==> src/rtl/pc_redirect_unit_if.sv <==
// Bundle between the EX stage and the PC redirect unit.
// The master side drives the EX-stage request; the slave side is the PC owner.
interface pc_redirect_unit_if #(
  parameter int unsigned XLEN = 32
);

  logic            Stall;
  logic            Branch_taken;
  logic            Jump;
  logic            Jalr;
  logic [XLEN-1:0] Ex_PC;
  logic [XLEN-1:0] Imm;
  logic [XLEN-1:0] Rs1;
  logic [XLEN-1:0] PC;
  logic            Flush;
  logic            Misalign_exc;
  logic [XLEN-1:0] Bad_addr;

  modport master (
    output Stall,
    output Branch_taken,
    output Jump,
    output Jalr,
    output Ex_PC,
    output Imm,
    output Rs1,
    input  PC,
    input  Flush,
    input  Misalign_exc,
    input  Bad_addr
  );

  modport slave (
    input  Stall,
    input  Branch_taken,
    input  Jump,
    input  Jalr,
    input  Ex_PC,
    input  Imm,
    input  Rs1,
    output PC,
    output Flush,
    output Misalign_exc,
    output Bad_addr
  );

endinterface

==> src/rtl/pc_redirect_unit.sv <==
// Fetch PC register and redirect controller. Takes resolved branch/jump requests
// from EX, loads the new fetch address, flushes wrong-path IF/ID contents for a
// fixed number of cycles and raises a one-cycle trap on a misaligned target.
module pc_redirect_unit #(
  parameter int unsigned    XLEN         = 32,
  parameter logic [XLEN-1:0] RESET_VEC   = 'h0000_0000,
  parameter logic [XLEN-1:0] TRAP_VEC    = 'h0000_0100,
  parameter int unsigned    FLUSH_CYCLES = 2
) (
  input logic               CLK,
  input logic               rst_n,
  pc_redirect_unit_if.slave bus
);

  typedef enum logic [1:0] {
    StRun   = 2'd0,
    StTrap  = 2'd1,
    StFlush = 2'd2
  } state_e;

  // Counter value loaded on entry to the flush state. After a trap one flush
  // cycle has already been spent in the trap state itself.
  localparam logic [2:0] FlushInit      = 3'(FLUSH_CYCLES);
  localparam logic [2:0] FlushAfterTrap = 3'(FLUSH_CYCLES - 1);

  state_e          state_q, state_d;
  logic [2:0]      cnt_q, cnt_d;
  logic [XLEN-1:0] pc_q, pc_d;
  logic [XLEN-1:0] bad_q, bad_d;

  logic            req;
  logic [XLEN-1:0] target;
  logic            misaligned;
  logic [XLEN-1:0] pc_inc;

  assign req        = bus.Branch_taken | bus.Jump | bus.Jalr;
  assign pc_inc     = pc_q + XLEN'(4);
  // Bit 0 is cleared for JALR and ignored for the others; only bit 1 traps.
  assign misaligned = target[1];

  // Redirect target selection, JALR has priority.
  always_comb begin
    target = bus.Ex_PC + bus.Imm;
    if (bus.Jalr) begin
      target = (bus.Rs1 + bus.Imm) & ~XLEN'(1);
    end
  end

  // Next-state, next-PC and trap address logic.
  always_comb begin
    state_d = state_q;
    cnt_d   = cnt_q;
    pc_d    = pc_q;
    bad_d   = bad_q;
    unique case (state_q)
      StRun: begin
        if (req) begin
          // A request wins over a stall: the wrong path must not keep fetching.
          if (misaligned) begin
            state_d = StTrap;
            bad_d   = target;
            pc_d    = TRAP_VEC;
            cnt_d   = '0;
          end else begin
            state_d = StFlush;
            pc_d    = target;
            cnt_d   = FlushInit;
          end
        end else if (!bus.Stall) begin
          pc_d = pc_inc;
        end
      end
      StTrap: begin
        // Trap cycle ignores all inputs; PC stays at the trap vector.
        if (FLUSH_CYCLES > 1) begin
          state_d = StFlush;
          cnt_d   = FlushAfterTrap;
        end else begin
          state_d = StRun;
          cnt_d   = '0;
        end
      end
      StFlush: begin
        if (!bus.Stall) begin
          pc_d = pc_inc;
        end
        if (cnt_q <= 3'd1) begin
          state_d = StRun;
          cnt_d   = '0;
        end else begin
          cnt_d = cnt_q - 3'd1;
        end
      end
      default: begin
        state_d = StRun;
        cnt_d   = '0;
      end
    endcase
  end

  // State, counter, PC and trap address registers.
  always_ff @(posedge CLK or negedge rst_n) begin
    if (!rst_n) begin
      state_q <= StRun;
      cnt_q   <= '0;
      pc_q    <= RESET_VEC;
      bad_q   <= '0;
    end else begin
      state_q <= state_d;
      cnt_q   <= cnt_d;
      pc_q    <= pc_d;
      bad_q   <= bad_d;
    end
  end

  // Outputs decode registered state only, so there is no path from the request.
  assign bus.PC           = pc_q;
  assign bus.Bad_addr     = bad_q;
  assign bus.Flush        = (state_q != StRun);
  assign bus.Misalign_exc = (state_q == StTrap);

endmodule

==> src/flat_wrapper.sv <==
// flat-port wrapper written by rule: the top's interface ports become plain ports
module pc_redirect_unit_flat 
#(
  parameter int unsigned    XLEN         = 32,
  parameter logic [XLEN-1:0] RESET_VEC   = 'h0000_0000,
  parameter logic [XLEN-1:0] TRAP_VEC    = 'h0000_0100,
  parameter int unsigned    FLUSH_CYCLES = 2
)
  (CLK, rst_n, bus_Stall, bus_Branch_taken, bus_Jump, bus_Jalr, bus_Ex_PC, bus_Imm, bus_Rs1, bus_PC, bus_Flush, bus_Misalign_exc, bus_Bad_addr);
  pc_redirect_unit_if #(.XLEN(XLEN)) bus_i ();
  input logic CLK;
  input logic rst_n;
  input wire logic [$bits(bus_i.Stall)-1:0] bus_Stall;
  input wire logic [$bits(bus_i.Branch_taken)-1:0] bus_Branch_taken;
  input wire logic [$bits(bus_i.Jump)-1:0] bus_Jump;
  input wire logic [$bits(bus_i.Jalr)-1:0] bus_Jalr;
  input wire logic [$bits(bus_i.Ex_PC)-1:0] bus_Ex_PC;
  input wire logic [$bits(bus_i.Imm)-1:0] bus_Imm;
  input wire logic [$bits(bus_i.Rs1)-1:0] bus_Rs1;
  output wire logic [$bits(bus_i.PC)-1:0] bus_PC;
  output wire logic [$bits(bus_i.Flush)-1:0] bus_Flush;
  output wire logic [$bits(bus_i.Misalign_exc)-1:0] bus_Misalign_exc;
  output wire logic [$bits(bus_i.Bad_addr)-1:0] bus_Bad_addr;
  assign bus_i.Stall = bus_Stall;
  assign bus_i.Branch_taken = bus_Branch_taken;
  assign bus_i.Jump = bus_Jump;
  assign bus_i.Jalr = bus_Jalr;
  assign bus_i.Ex_PC = bus_Ex_PC;
  assign bus_i.Imm = bus_Imm;
  assign bus_i.Rs1 = bus_Rs1;
  assign bus_PC = bus_i.PC;
  assign bus_Flush = bus_i.Flush;
  assign bus_Misalign_exc = bus_i.Misalign_exc;
  assign bus_Bad_addr = bus_i.Bad_addr;
  pc_redirect_unit #(.XLEN(XLEN), .RESET_VEC(RESET_VEC), .TRAP_VEC(TRAP_VEC), .FLUSH_CYCLES(FLUSH_CYCLES)) u_core (.CLK(CLK), .rst_n(rst_n), .bus(bus_i));
endmodule
==> config.mk <==
export PLATFORM = sky130hd
export DESIGN_NAME = pc_redirect_unit_flat
export DESIGN_NICKNAME = d
export VERILOG_FILES = /design/src/rtl/pc_redirect_unit_if.sv /design/src/rtl/pc_redirect_unit.sv /design/src/flat_wrapper.sv
export SDC_FILE = /design/constraint.sdc
export NUM_CORES = 1
export LEC_CHECK = 0
export BUFFER_PORTS_ARGS = -buffer_cell sky130_fd_sc_hd__buf_2
export CAP_MARGIN = 20
export CORE_MARGIN = 2
export CORE_UTILIZATION = 55
export CTS_BUF_LIST = sky130_fd_sc_hd__clkbuf_8
export CTS_CLUSTER_DIAMETER = 120
export CTS_CLUSTER_SIZE = 40
export DETAILED_ROUTE_END_ITERATION = 8
export GPL_TIMING_DRIVEN = 0
export PLACE_DENSITY = 0.82
export SYNTH_ARGS = -nofsm -noshare
export SYNTH_HDL_FRONTEND = slang
export SYNTH_SLANG_ARGS = --single-unit
export TNS_END_PERCENT = 50
==> constraint.sdc <==
create_clock -name CLK -period 2.8 [get_ports CLK]
set_input_delay 0.28 -clock CLK [delete_from_list [all_inputs] [get_ports CLK]]
set_output_delay 0.28 -clock CLK [all_outputs]
set_load 0.005 [all_outputs]
==> results.txt, run 1 <==
The run finished with clean final reports. The pin count of the biggest net entering global routing was 69. Along the worst path, the maximum fanout reaches 6.

The tightest min-delay check is of the input port to asynchronous set/reset pin type. The part of the cycle the worst path needs was 0.9704; the total die area was 13300 sq um. The startpoint-to-endpoint class of the critical path was input port to flip-flop.

The number of clock sinks seen by CTS came out at 68. The run gives 0 as the post-route DRC violation count. Fraction of synthesis flops using an asynchronous set or reset pin: 1.000. The total negative slack is 0 ps, and the initial antenna violation count is 0. The biggest area contributor in the post-synthesis netlist is sky130_fd_sc_hd__dfrtp_1. Clock tree synthesis inserted a total of 9 buffers. Number of global-route vias before repair: 6631.

Sorting the synthesized cells by area gives the leading types as sky130_fd_sc_hd__dfrtp_1 (25%), sky130_fd_sc_hd__ha_1 (12%), sky130_fd_sc_hd__o21ai_0 (7.3%). In this run the count of I/O pins placed on the die edge is 168. The tools report the number of inserted diodes as 0.

The logs give 1048 for the number of nets produced by synthesis and 360 ps for the clock latency on the worst-skew pair. The number of max-cap violations was 0; the fraction of layout instances using a drive strength above 1 was 0.2032. Number of standard cells after synthesis: 880. The routed layout has 7389 vias.

Clock-pin slew was measured on the worst setup and hold paths at 70 ps. The arrival time of data at the critical path endpoint was 2930 ps; the detailed router's first-iteration violation count was 638. For the pin with the worst max-slew slack, the measured transition is 835.2 ps. Power per cell area: 686.7 nW/um^2.

The max-slew violation total from the final report was 0. The routed design has 20560 microns of wire. The starting density of the core came out at 0.5654. The initialized floorplan defines 40 standard-cell rows. The run gives 0.4432 as the worst-case headroom to the max-slew limit. In this run the deepest clock path goes through 2 buffers.

The number of nets with antenna violations after detailed routing was 0; the average cell area after synthesis was 7.749 sq um. Timing would allow up to 368.0 MHz. The total number of yosys warnings is 0. The tools report the root buffer cell as sky130_fd_sc_hd__clkbuf_8. The overall global routing resource usage came out at 0.3067. Across the routed clock network, the largest skew measured is 9.068 ps.

The number of buffers added on ports works out to 166. The share of the synthesized area in the top cell type is 0.2495, and the required time of the critical path is 3020 ps. The die width came out at 115.3 microns.

After clock tree synthesis, the flow added hold-fix buffers numbering 0. The routed wirelength normalized by instance count is 16.70 microns. The total count of hold-check failures in the final report came out at 0. The run gives 12060 sq um as the total core area. The first global-routing pass estimated 32270 microns of wire. In this run the vertical extent of the chip is 115.3 microns. The first-pass detailed-route iteration total was 5; the area overhead of the layout relative to synthesis was 19.14%.

Excluding fillers, the count of instances in the completed layout stands at 1231. The routability congestion estimate from global placement is 1.014, and the total overflow reported by the global router is 0. The worst setup path is launched from an input port. Setup violations remaining at the end of the flow were counted as 0. The run gives 76 as the distinct cell type count of the synthesized netlist. The time the worst path needs with I/O delays and setup came out at 2717 ps. Among all flip-flop cells after synthesis, the most frequent one is sky130_fd_sc_hd__dfrtp_1.

Summed over all cells, the static leakage comes to 0.003827 uW. The number of enable flip-flop cells after synthesis was 0; the cell count after placement was 1214. After synthesis the cells add up to 6819 sq um. After synthesis the netlist holds a flip-flop and latch count of 68. Setup repair after global routing could not meet its margin everywhere. The logs give 16670 microns for the total half-perimeter wirelength after legalization and detailed placement and 8.201 ps for the worst hold margin. Across the VDD grid, the largest voltage drop is 0.2802 mV. The number of nets in the finished design is 1226. The tools report the kind of end point of the critical path as a flip-flop.

The H-tree generated during clock tree synthesis spans 3 levels. The fraction of the yosys area taken by sequential cells is 0.2495, and the via density per instance is 6.002. TritonCTS built the clock tree.
[kinds of logic after synthesis]
kind of cell,Yosys count,synth area share
and+or+nand+nor,298,0.2029
DFF,68,0.2495
xor gates and xnor gates,60,0.07706
other,1,0.0005499
muxes,12,0.01780
AOI/OAI and AO/OA,322,0.2991
adders and majority gates,66,0.1233
buffers and inverters,53,0.02973
[state kept, by name, indices dropped and copies added, names as in the netlist]
| register | cells |
|---|---|
| u_core.state_q | 2 |
| u_core.bus.PC | 31 |
| u_core.cnt_q | 3 |
| u_core.bus.Bad_addr | 32 |
[cell type report]
class / instances / area (sq um)
tap: 168 / 210.2
clock inverter: 4 / 22.52
timing repair buffer: 167 / 840.8
inverter: 17 / 63.81
multi-input combinational: 759 / 4981
clock buffer: 12 / 165.2
sequential: 68 / 1702
fill: 1092 / 3938
buffer: 36 / 138.9
[placed cells by master, fill, tap and decap left out, drive strengths merged, types with 16 or more instances in the layout]
master and n:
buf 171, nand2 106, o21ai 103, a21oi 89, nor2 81, dfrtp 68
ha 64, clkbuf 44, xnor2 37, a21o 37, xor2 23, nand3 21
inv 16, nor3 16
[metal layers]
layer,GRT usage,vias up,share of wire
met1,0.4308,3428,0.44
met2,0.4912,340,0.45
met5,0,-,0
met4,0.1020,0,0.021
li1,-,3583,-
met3,0.03690,38,0.083
[stage by stage]
step                total power, uW  instance area (sq um)  worst slack [ps]    util
detailed placement             4729                   7863            -457.0  0.6519
global placement               4658                   7860            -400.9  0.6517
finish                         5579                   8124             82.90  0.6735
global route                   5981                   8124            -55.74  0.6735
CTS                            5499                   8061             1.056  0.6684
floorplan                      3574                   6819             101.6       -
[where the power goes]
group / switching, uW / internal, uW / total (uW) / leakage (uW)
clock: 368 / 389 / 757 / 0.0000982
sequential: 424 / 1430 / 1850 / 0.000848
combinational: 1740 / 1230 / 2970 / 0.00288
total: 2540 / 3040 / 5580 / 0.00383
[cells in the mapped netlist (all sizes together), types with 3 or more instances]
library cell / n
a211oi: 5
a21boi: 4
a21o: 37
a21oi: 89
a22oi: 4
a31oi: 11
and2: 6
and3: 5
and4: 4
buf: 4
clkbuf: 32
dfrtp: 68
ha: 64
inv: 16
mux2i: 11
nand2: 106
nand2b: 11
nand3: 21
nand4: 12
nor2: 81
nor2b: 11
nor3: 16
nor3b: 4
nor4: 3
o211ai: 11
o21a: 5
o21ai: 103
o21bai: 7
o221ai: 6
o22ai: 5
o311ai: 3
o31ai: 8
o41ai: 3
or2: 5
or3: 7
xnor2: 37
xor2: 23
[worst paths after layout]
check / from / end / slack, ps / depth (start not counted)
max: bus_Imm[0] / u_core.bus.PC[26] / 80 / 12
min: rst_n / u_core.bus.PC[5] / 8 / 1
max reg2reg: u_core.bus.PC[4] / u_core.bus.PC[31] / 170 / 9
min reg2reg: u_core.bus.Bad_addr[1] / u_core.bus.Bad_addr[1] / 470 / 1
max in group asynchronous: rst_n / u_core.bus.Bad_addr[3] / 2230 / 1
min in group CLK: bus_Stall / u_core.bus.PC[2] / 330 / 4
[what timing repair did]
item / in CTS / in global routing
endpoints found under the setup margin: 3 / 16
pin swaps: 0 / 4
setup buffers: 0 / 1
gates resized for setup: 2 / 15
[worst max-delay path, stage by stage]
cell and delay (ps):
sky130_fd_sc_hd__buf_2 110, sky130_fd_sc_hd__ha_1 220, sky130_fd_sc_hd__fa_1 400, sky130_fd_sc_hd__a21o_1 210, sky130_fd_sc_hd__a311oi_2 290, sky130_fd_sc_hd__o311ai_1 170
sky130_fd_sc_hd__a31o_2 280, sky130_fd_sc_hd__o21ai_4 260, sky130_fd_sc_hd__o211ai_1 150, sky130_fd_sc_hd__xor2_1 180, sky130_fd_sc_hd__mux2i_2 260, sky130_fd_sc_hd__o21ai_0 120
Note: power is estimated with default switching activity, not from simulation.
==> inputs of run 2 (changes only) <==
- CELL_PAD_IN_SITES_DETAIL_PLACEMENT: default -> 1
- CELL_PAD_IN_SITES_GLOBAL_PLACEMENT: default -> 2
- CORE_UTILIZATION: 55 -> 32
- PLACE_DENSITY: 0.82 -> default
- PLACE_DENSITY_LB_ADDON: default -> 0.1
==> run 2 against run 1 <==
  * First-iteration DRC count is 49% lower
  * Final area is 2.7% higher
  * Sequential cell count stayed put
  * Non-clock buffer count is 6 higher
  * Utilization is 28 points lower
  * Final cell count is 9.0% higher
==> results.txt, run 2 (synthesized netlist as in run 1, its figures left out) <==
The depth of the CTS H-tree is 3 (unchanged). The delay of the slowest cell on the worst path came out at 450 ps (was 400 ps). The most frequent cell on the critical path is sky130_fd_sc_hd__o221ai_2. The share of total power in the clock network is 0.133 (was 0.136), and the final number of setup-violating endpoints is 0 (unchanged). For the first-pass detailed-route iteration total, the log shows 4 (was 5). The class of the worst hold path was input port to asynchronous set/reset pin (unchanged).

The number of nets with antenna violations after detailed routing was 0 (unchanged). The worst clock skew was 6.801 ps (was 9.068 ps); the starting density of the core was 0.3254 (was 0.5654). The endpoint of the worst register-to-register path is u_core.bus.PC[31] (unchanged).

Share of total power in combinational logic: 0.538 (was 0.532). Smallest setup slack after layout: 99.47 ps (was 82.90 ps). The source of the worst register-to-register timing path is u_core.bus.PC[4] (unchanged).

The number of global-route vias before repair was 7322 (was 6631). Commonest cells after routing, fill and taps aside: sky130_fd_sc_hd__buf_2 (165), sky130_fd_sc_hd__nand2_1 (106), sky130_fd_sc_hd__o21ai_0 (92) (was sky130_fd_sc_hd__buf_2 (165), sky130_fd_sc_hd__nand2_1 (106), sky130_fd_sc_hd__o21ai_0 (98)). Setup repair after global routing could not meet its margin everywhere. The combined buffer and inverter count along the critical path works out to 1 (unchanged). The vertical die dimension is 150.0 microns (was 115.3 microns). Worst-case setup slack after placement: -637.0 ps (was -457.0 ps). TritonCTS built the clock tree. The post-route DRC violation count was 0 (unchanged); the clock latency on the worst-skew pair was 360 ps (about the same).

The die width was 150.0 microns (was 115.3 microns); the filler cell count was 2703 (was 1092). The first-pass GRT wire length is 40080 microns (was 32270 microns). The tools report the maximum number of buffers from clock root to sink as 2 (unchanged). The tools report the number of buffers created by CTS as 9 (unchanged). The launching element type of the critical path was an input port (unchanged). The pin count of the biggest net entering global routing came out at 69 (unchanged). The most frequent standard cell in the layout excluding fill and tap cells was sky130_fd_sc_hd__buf_2 (unchanged). Via density per instance: 5.352 (was 6.002). The number of clock sinks seen by CTS is 68 (unchanged), and the path depth of the worst reg2reg path is 9 (unchanged).

The initial antenna violation count was 0 (unchanged). The clock-pin slew on the worst setup and hold paths works out to 70 ps (about the same). The fmax came out at 370.3 MHz (was 368.0 MHz). The net switching share of the total power was 0.4618 (was 0.4544); the flip-flop count of the largest register, all copies and words added was 32 (unchanged).

The total overflow reported by the global router was 0 (unchanged). Total core area: 20960 sq um (was 12060 sq um). The worst-case headroom to the max-slew limit was 0.4172 (was 0.4432); the post-route non-filler standard cell count was 1342 (was 1231).

Cell family contributing the most delay on the critical path: compound AO/OA/AOI/OAI gates (unchanged). The number of max-cap violations was 0 (unchanged). The tools report the kind of end point of the critical path as a flip-flop (unchanged). For the number of nets in the finished design, the log shows 1232 (was 1226). The setup slack of the worst register-to-register path came out at 140 ps (was 170 ps). The highest-delay cell along the critical path was sky130_fd_sc_hd__a2111o_1 (was sky130_fd_sc_hd__fa_1). The tools report the number of core rows as 53 (was 40). The run gives 0.329 (was 0.332) as the share of power burned in registers.

The flow ran to the end, and the final reports show no timing, DRC or antenna violations. Power per cell area: 685.1 nW/um^2 (was 686.7 nW/um^2). The tools report the root buffer cell as sky130_fd_sc_hd__clkbuf_8 (unchanged). The tools report the total half-perimeter wirelength after legalization and detailed placement as 20950 microns (was 16670 microns). The part of the cycle the worst path needs was 0.9645 (was 0.9704). The detailed router's first-iteration violation count was 327 (was 638).

The fraction of layout instances using a drive strength above 1 works out to 0.2109 (was 0.2032). The number of inserted diodes was 0 (unchanged). Number of vias in the routed layout: 7183 (was 7389). Startpoint-to-endpoint class of the critical path: input port to flip-flop (unchanged). The routed wirelength normalized by instance count is 18.80 microns (was 16.70 microns).

The max-slew violation total from the final report is 0 (unchanged). The routability congestion estimate from global placement was 0.8426 (was 1.014); the worst-path maximum fanout was 4 (was 6). The cell count after placement is 1321 (was 1214).

The run gives 0.003875 uW (was 0.003827 uW) as the leakage power. The cell internal power dissipation was 3076 uW (was 3044 uW). The tools report the total negative slack as 0 ps (unchanged). Total die area: 22490 sq um (was 13300 sq um). The time the worst path needs with I/O delays and setup works out to 2701 ps (was 2717 ps).

Worst path cell trace: buf_2 > ha_1 > a21oi_2 > a211oi_4 > o311ai_4 > o221ai_2 > a211oi_2 > o221ai_2 > a2111o_1 > a21o_1 > o311ai_1 (was buf_2 > ha_1 > fa_1 > a21o_1 > a311oi_2 > o311ai_1 > a31o_2 > o21ai_4 > o211ai_1 > xor2_1 > mux2i_2 > o21ai_0). The number of buffers added on ports came out at 166 (unchanged). The number of I/O pins is 168 (unchanged), and the required time of the critical path is 3060 ps (was 3020 ps).

The slew at the pin with the worst max-slew slack was 874.2 ps (was 835.2 ps). The switching component of the power came out at 2639 uW (was 2535 uW). The post-layout utilization of the core was 0.3981 (was 0.6735); the overall global routing resource usage was 0.2279 (was 0.3067). The area overhead of the layout relative to synthesis was 22.33% (was 19.14%); the arrival time of data at the critical path endpoint was 2960 ps (was 2930 ps).

The total count of hold-check failures in the final report was 0 (unchanged); the maximum ir drop on the vdd rail was 0.2743 mV (was 0.2802 mV). The wire length after detailed routing came out at 25230 microns (was 20560 microns).
## run 2: cell count changes in the layout (fill, tap and decap cells not counted), moves of 2 or more
cell / change
sky130_fd_sc_hd__o21ai_0: -6
sky130_fd_sc_hd__clkbuf_8: -3
sky130_fd_sc_hd__o21ai_2: +2
sky130_fd_sc_hd__buf_4: +6
sky130_fd_sc_hd__inv_1: +2
sky130_fd_sc_hd__o21ai_1: +4
## run 2: worst max path at each step
stage	from	end	slack, ps	cells past startpoint
after floorplan	bus_Imm[0]	u_core.bus.PC[28]	100	11
after global placement	bus_Rs1[0]	u_core.bus.PC[30]	-650	12
after detailed placement	bus_Rs1[0]	u_core.bus.PC[30]	-640	12
after CTS	u_core.bus.PC[2]	u_core.bus.PC[28]	-20	10
after global routing	bus_Rs1[2]	u_core.bus.PC[31]	-50	11
final	bus_Rs1[2]	u_core.bus.PC[31]	100	11
## run 2: cell type report
class,count,area [sq um],share of cell area
Tap cell,275,344.1,0.04125
Inverter,17,63.81,0.007650
Sequential cell,68,1702,0.2040
Multi-Input combinational cell,759,5035,0.6036
Buffer,36,140.1,0.01680
Clock buffer,9,123.9,0.01485
Clock inverter,5,47.55,0.005700
Timing Repair Buffer,173,885.9,0.1062
## run 2: through the flow
| step | instance area (sq um) | hold WS, ps | total power (uW) |
|---|---|---|---|
| 2_1_floorplan | 6819 | -15.59 | 3574 |
| 3_3_place_gp | 7994 | 451.9 | 4851 |
| 3_5_place_dp | 7996 | 444.3 | 4900 |
| 4_1_cts | 8205 | 49.79 | 5700 |
| 5_1_grt | 8342 | 112.4 | 6252 |
| 6_report | 8342 | 22.53 | 5715 |
## run 2: power by group through the flow
stage	registers, uW	logic [uW]	clock network [uW]
after floorplan	1800	1770	0
after global placement	1890	2960	0
after detailed placement	1890	3000	0
after CTS	1880	3040	782
after global routing	1950	3470	831
final	1880	3080	760
## run 2: per-layer routing
layer	track usage	wire, microns
met5	0	0
met4	0.05425	376
met3	0.01646	900
met2	0.3594	11210
met1	0.3379	12740
## run 2: timing repair
action	CTS	global route
endpoints found under the hold margin	0	0
pin swaps	2	5
setup endpoints to repair	12	23
resized for setup	9	23
buffers inserted	0	7
hold buffers	0	0
